<file path="config.mk">
export PLATFORM = sky130hd
export DESIGN_NAME = midi_note_decoder
export DESIGN_NICKNAME = d
export VERILOG_FILES = /design/src/rtl/midi_pkg.sv /design/src/rtl/midi_note_decoder.sv
export SDC_FILE = /design/constraint.sdc
export NUM_CORES = 1
export LEC_CHECK = 0
export BUFFER_PORTS_ARGS = -buffer_cell sky130_fd_sc_hd__buf_2
export CORE_MARGIN = 2
export CORE_UTILIZATION = 25
export DETAILED_ROUTE_END_ITERATION = 8
export GPL_TIMING_DRIVEN = 0
export RECOVER_POWER = 25
export SYNTH_ARGS = -nofsm -noshare
export SYNTH_HDL_FRONTEND = slang
export SYNTH_SLANG_ARGS = --single-unit
</file>
<file path="constraint.sdc">
create_clock -name clk -period 2 [get_ports clk]
set_input_delay 0.1 -clock clk [delete_from_list [all_inputs] [get_ports clk]]
set_output_delay 0.1 -clock clk [all_outputs]
set_load 0.02 [all_outputs]
</file>
<file path="src/rtl/midi_pkg.sv">
// Shared MIDI constants, parser state encoding and message-length helper.
package midi_pkg;

   localparam logic [3:0] NOTE_OFF = 4'h8;
   localparam logic [3:0] NOTE_ON  = 4'h9;
   localparam logic [3:0] PROG_CHG = 4'hC;
   localparam logic [3:0] CH_PRESS = 4'hD;

   localparam int unsigned NOTE_MIN = 21;
   localparam int unsigned NOTE_MAX = 108;

   localparam logic [7:0] RT_MIN  = 8'hF8;
   localparam logic [7:0] SYS_MIN = 8'hF0;

   typedef enum logic [1:0] {
      IDLE    = 2'd0,
      WAIT_D1 = 2'd1,
      WAIT_D2 = 2'd2
   } state_e;

   // Channel messages carrying a single data byte.
   function automatic logic is_one_data(input logic [3:0] msg_type);
      return (msg_type == PROG_CHG) || (msg_type == CH_PRESS);
   endfunction

endpackage

</file>
<file path="src/rtl/midi_note_decoder.sv">
// Monophonic MIDI note parser: byte stream in, last-note-priority voice out.
import midi_pkg::*;

module midi_note_decoder #(
   parameter logic [3:0] CHANNEL = 4'd0,
   parameter bit         OMNI    = 1'b0
) (
   input  logic       clk,
   input  logic       reset,
   input  logic [7:0] rx_byte,
   input  logic       rx_valid,
   output logic       en,
   output logic [6:0] freq,
   output logic [6:0] velocity,
   output logic       note_evt
);

   state_e     state;
   logic       rs_valid;
   logic [3:0] rs_type;
   logic [3:0] rs_chan;
   logic [6:0] d1;

   logic       is_rt_c;
   logic       is_sys_c;
   logic       chan_ok_c;
   logic       range_ok_c;
   logic [6:0] note_idx_c;

   // Byte classification and completion qualifiers for the pending message.
   always_comb begin
      is_rt_c    = 1'b0;
      is_sys_c   = 1'b0;
      chan_ok_c  = 1'b0;
      range_ok_c = 1'b0;
      note_idx_c = 7'd0;

      is_rt_c    = (rx_byte >= RT_MIN);
      is_sys_c   = (rx_byte >= SYS_MIN) && !is_rt_c;
      chan_ok_c  = OMNI || (rs_chan == CHANNEL);
      range_ok_c = (d1 >= 7'(NOTE_MIN)) && (d1 <= 7'(NOTE_MAX));
      // Only consumed when range_ok_c holds, so the subtraction never wraps.
      note_idx_c = d1 - 7'(NOTE_MIN);
   end

   // Parser FSM, running status and voice register.
   always_ff @(posedge clk or negedge reset) begin
      if (!reset) begin
         state    <= IDLE;
         rs_valid <= 1'b0;
         rs_type  <= 4'd0;
         rs_chan  <= 4'd0;
         d1       <= 7'd0;
         en       <= 1'b0;
         freq     <= 7'd0;
         velocity <= 7'd0;
         note_evt <= 1'b0;
      end else begin
         note_evt <= 1'b0;
         // Real-time bytes fall through untouched.
         if (rx_valid && !is_rt_c) begin
            if (is_sys_c) begin
               rs_valid <= 1'b0;
               state    <= IDLE;
            end else if (rx_byte[7]) begin
               rs_type  <= rx_byte[7:4];
               rs_chan  <= rx_byte[3:0];
               rs_valid <= 1'b1;
               state    <= WAIT_D1;
            end else begin
               case (state)
                  IDLE, WAIT_D1: begin
                     if ((state == WAIT_D1) || rs_valid) begin
                        if (is_one_data(rs_type)) begin
                           state <= IDLE;
                        end else begin
                           d1    <= rx_byte[6:0];
                           state <= WAIT_D2;
                        end
                     end
                  end
                  WAIT_D2: begin
                     state <= IDLE;
                     if (chan_ok_c && range_ok_c) begin
                        if ((rs_type == NOTE_ON) && (rx_byte[6:0] != 7'd0)) begin
                           freq     <= note_idx_c;
                           velocity <= rx_byte[6:0];
                           en       <= 1'b1;
                           note_evt <= 1'b1;
                        end else if (((rs_type == NOTE_OFF) || (rs_type == NOTE_ON)) &&
                                     en && (note_idx_c == freq)) begin
                           en       <= 1'b0;
                           note_evt <= 1'b1;
                        end
                     end
                  end
                  default: state <= IDLE;
               endcase
            end
         end
      end
   end

endmodule

</file>
Yosys cells after proc, flatten, opt, wreduce, memory -nomap -nowiden
Index checks and enable logic that the tools add are counted.
{"block": "op_classes", "add_sub_neg": 1, "order_cmp": 4, "eq_ne": 8, "n_mux": 16, "n_bitwise": 3, "n_reduce_logical": 23}
{"operator": "6-bit AND reduction", "count": 3}
{"operator": "4-bit equality test, second input constant", "count": 4}
{"operator": "8-bit greater-or-equal comparator, second input constant", "count": 2}
{"operator": "1-bit 2-to-1 mux", "count": 11}
{"operator": "2-bit 2-to-1 mux", "count": 5}
{"operator": "7-bit equality test", "count": 1}
{"operator": "7-bit by 5-bit greater-or-equal comparator with 1-bit output, second input constant", "count": 1}
{"operator": "7-bit <= comparator, second input constant", "count": 1}
{"operator": "1-bit logical AND", "count": 7}
{"operator": "7-bit nonzero test", "count": 1}
{"operator": "7-bit by 5-bit subtractor with 7-bit output, second input constant", "count": 1}
{"operator": "4-bit logical NOT", "count": 1}
{"operator": "4-bit != test, second input constant", "count": 1}
{"operator": "2-bit AND reduction", "count": 2}
{"operator": "2-bit nonzero test", "count": 2}
{"operator": "1-bit logical OR", "count": 3}
{"operator": "1-bit NOT", "count": 3}
{"operator": "3-bit AND reduction", "count": 1}
{"operator": "2-bit by 1-bit equality test with 1-bit output, second input constant", "count": 1}
{"operator": "2-bit equality test, second input constant", "count": 1}
{"operator": "2-bit logical NOT", "count": 1}
{"operator": "2-bit OR reduction", "count": 1}
{"operator": "1-bit logical NOT", "count": 1}
{"block": "totals", "regBits": 34, "input_bits": 11, "output_inout_bits": 16, "wordCells": 64}

Depth between registers and ports, before layout
{"block": "logic_depth", "depth_word": 11, "depth_mapped": 9, "ltp_nobuf": 7}

Worst setup path after synthesis
Ideal clock, no wire load.
{"block": "synth_timing", "kind": "register to register", "from": "reg d1[0]", "to": "reg en", "t_arrival_ns": 1.614, "t_required_ns": 1.876, "slack_ns": 0.262, "path_stages_with_launch": 8, "n_path_buf": 0, "period_less_slack_ns": 1.738, "path_cell_list": "dfrtp_1 > inv_1 > ha_1 > nor2b_1 > o22ai_1 > xnor3_1 > nand4b_1 > a211o_1"}
{"block": "synth_between", "elab_chain_cells": 5}
{"item": "start: declaration", "line": "midi_note_decoder.sv:22", "text": "logic [6:0] d1;"}
{"item": "start signal: assignment", "line": "midi_note_decoder.sv:77", "text": "d1 <= rx_byte[6:0];"}
{"item": "7-bit by 5-bit subtractor with 7-bit output", "line": "midi_note_decoder.sv:43", "text": "note_idx_c = d1 - 7'(NOTE_MIN);"}
{"item": "named net note_idx_c[0]", "line": "midi_note_decoder.sv:28", "text": "logic [6:0] note_idx_c;"}
{"item": "7-bit equality test", "line": "midi_note_decoder.sv:91", "text": "en && (note_idx_c == freq)) begin"}
{"item": "1-bit logical AND", "line": "midi_note_decoder.sv:91"}
{"item": "2-bit nonzero test (no line)"}
{"item": "6-bit AND reduction (no line)"}
{"item": "end signal: assignment", "line": "midi_note_decoder.sv:54", "text": "en <= 1'b0;"}
{"item": "end signal: assignment", "line": "midi_note_decoder.sv:88", "text": "en <= 1'b1;"}
{"item": "end signal: assignment", "line": "midi_note_decoder.sv:92", "text": "en <= 1'b0;"}
{"item": "end: declaration", "line": "midi_note_decoder.sv:12", "text": "output logic en,"}
The timed path passes the listed nets, and every way through them passes these cells.
A chain may end at the register's enable or synchronous reset.

Worst setup path in the final report
Same ends and word-level chain as after synthesis.

==> flow_summary.toml <==
[synth]
synth_seq_cells = 34
yosysSeqAreaShare_pct = 51.3
avgSynthCellArea_um2 = 11.3
synth.cell_area_um2 = 1660
yosys.area.top_type = "dfrtp_1"
syn_inst = 147
ys_top_cells_by_area = "dfrtp_1, mux2_2, nand2_1"
synth-main-ff-cell = "dfrtp_1"
synth_edf_count = 0
yosys_warnings = 0
synthesis.nets = 160
synth_top_area_share_pct = 51.3
synthDistinctLibCells = 39
synth-async-reset-ratio_pct = 100

[clock_network]
clockBufferDepth = 2
clock-root-buffer = "clkbuf_8"
htreeDepth = 2
cts_tree = "done"
cts.sinks = 34
cts.clk_slew.worst_paths_ns = 0.07
clock_latency_ns = 0.28
cts_buffers = 5

[route]
dr.pass1.iters = 4
wl_met2_um = 1520
antenna_left = 0
drt-total-wl_um = 3430
via_count = 1176
wire_per_inst_um = 13.2
drc_errors = 0
wl_met1_um = 1720
wl_met3_um = 145
drt-initial-drc-count = 52
maxUsedRoutingLayer = "met4"
vias_per_cell = 4.54

[global_route]
grt_antenna_before_repair = 0
grt_pass1_vias = 1192
overflow = 0
grt_first_pass_wirelength_um = 5660
grt_use_total_pct = 9.93
grt_max_degree = 35

[place]
gp_congestion = 0.791
dp_slack_ns = -0.0309
dp.cells = 250
numPortBuffers = 26
dpl.hpwl_um = 2510
place_area_um2 = 1880

[worst_setup_path]
crit_buf_inv = 1
max_stage_delay_ns = 0.43
path_depth = 7
critPathCaptureType = "flop"
cpMostUsedCell = "xnor2_1"
crit_family = "flip-flops"
path_class = "reg2reg"
worst_path_max_delay_cell = "dfrtp_2"
cp.required_ns = 2.17
crit_chain = "inv_1, ha_1, xnor2_1, xnor2_1, nand4_1, nand4b_1, a211o_1"
crit_path_start_kind = "flop"
worstPathArrival_ns = 2.04
crit_fanout = 7
ff2ff_path_depth = 7

[sta]
worstMarginPinSlew_ns = 0.804
rsz0062_at_grt = "yes"
layout_min_cycle_time_ns = 1.87
fin_skew_ns = 0.00529
finalHoldViolCount = 0
setup_viol_count_final = 0
worst_slack_ns = 0.126
drv_slew = 0
max_clock_freq_mhz = 534
fin_crit_sh_pct = 93.7
max_slew_margin_pct = 46.1

[layout]
nNetsFinal = 194
drive_gt1_share_pct = 26.4
stdcell_count = 259
final_cell_area_um2 = 1980
fill_cells = 678
multi_input_area_um2 = 751
regArea_um2 = 852
area.growth.synth_to_final_pct = 19.2
antenna_cells = 0

[floorplanning]
top_level_ports = 27
core_um2 = 6390
die_area_um2 = 7300
rows = 29
die-height_um = 85.4
die_x_um = 85.4
start_util_pct = 26.0

[power]
p_leak_uw = 0.000902
powerDensity_nw_per_um2 = 1030
peakVddDrop_v = 0.000464

[run_status]
status = "complete, no violations"

[worst_hold_path]
worstHoldPathCells = 3
hold_class = "in2reg"

[run]
cap_viol_max_count = 0
## synthesized netlist by cell type, types with 2 or more instances
master	n
inv_1	2
nand3b_1	2
xnor2_1	7
or2_2	2
o21ai_0	9
dfrtp_1	34
ha_1	2
nor2b_1	2
nand4b_1	2
nand2_1	27
xor2_1	6
nor2_1	4
mux2_2	16
nand4_1	2
o211ai_1	3
nand3_1	2
o22a_1	2
a21oi_1	2
## kinds of logic (layout without fill, tap and decap cells)
group,after synthesis,in the layout,share of synthesized area [%]
AND/OR/NAND/NOR,53,53,16.4
flip-flops,34,34,51.3
AO/OA/AOI/OAI,20,20,8.15
multiplexers,16,16,10.9
XOR/XNOR,14,14,8.23
buffers and inverters,8,43,3.55
adder cells (fa/ha/maj),2,2,1.51
## sequential cells by signal (all words and copies together) (netlist names)
register / cells
rs_type: 4
rs_chan: 4
rs_valid: 1
freq: 7
d1: 7
velocity: 7
note_evt: 1
state: 2
en: 1
## cells in the final DEF, fill, tap and decap left out, types with 4 or more instances in the layout
cell type | Yosys | layout
nand2_1 | 27 | 27
xnor2_1 | 7 | 7
dfrtp_1 | 34 | 33
nor2_1 | 4 | 4
clkbuf_8 | 0 | 6
xor2_1 | 6 | 6
buf_2 | 1 | 16
o21ai_0 | 9 | 9
mux2_2 | 16 | 16
clkbuf_1 | 1 | 13
## through the flow
stage	total power, µW	hold slack (ns)	utilization [%]	setup TNS, ns
finish	2030	0.0599	30.9	0
global route	2170	0.0597	30.9	-0.00457
CTS	2060	0.0518	31.1	0
detailed placement	1520	0.225	29.5	-0.196
global placement	1510	0.215	29.5	0
floorplan	1370	-0.196	-	0
## cell type report
type / instances / share of cell area, %
Sequential cell: 34 / 43.1
Clock buffer: 7 / 4.37
Buffer: 6 / 2.60
Clock inverter: 1 / 0.253
Tap cell: 77 / 4.88
Timing Repair Buffer: 27 / 6.40
Multi-Input combinational cell: 105 / 38.0
Inverter: 2 / 0.380
## metal layers
layer,vias up,GRT usage [%]
met5,-,0
met4,0,3.03
met3,5,3.70
met2,25,15.0
met1,564,13.3
li1,582,-
## worst paths after layout
check,end,startpoint,slack (ns)
max,en,d1[0],0.13
min,rs_chan[2],rx_byte[2],0.06
max reg2reg,en,d1[0],0.13
min reg2reg,rs_type[3],rs_type[3],0.50
max in group asynchronous,d1[0],reset,1.05
min in group asynchronous,freq[4],reset,0.42
## tightest hold or removal path: cells and delay by family
| kind | cells | cell delay, ns |
|---|---|---|
| buffers and inverters | 1 | 0.11 |
| AND/OR/NAND/NOR | 2 | 0.10 |
## timing repair
action / CTS / global route
endpoints found under the hold margin: 34 / 0
gates resized for setup: 0 / 2
setup endpoints to repair: 0 / 11
hold buffers: 1 / 0
setup buffers: 0 / 0
## power breakdown
part / leakage [µW] / switching [µW] / internal [µW]
combinational: 0.000426 / 317 / 312
clock: 0.0000482 / 247 / 278
sequential: 0.000428 / 85.8 / 787
(Power assumes the default switching activity.)
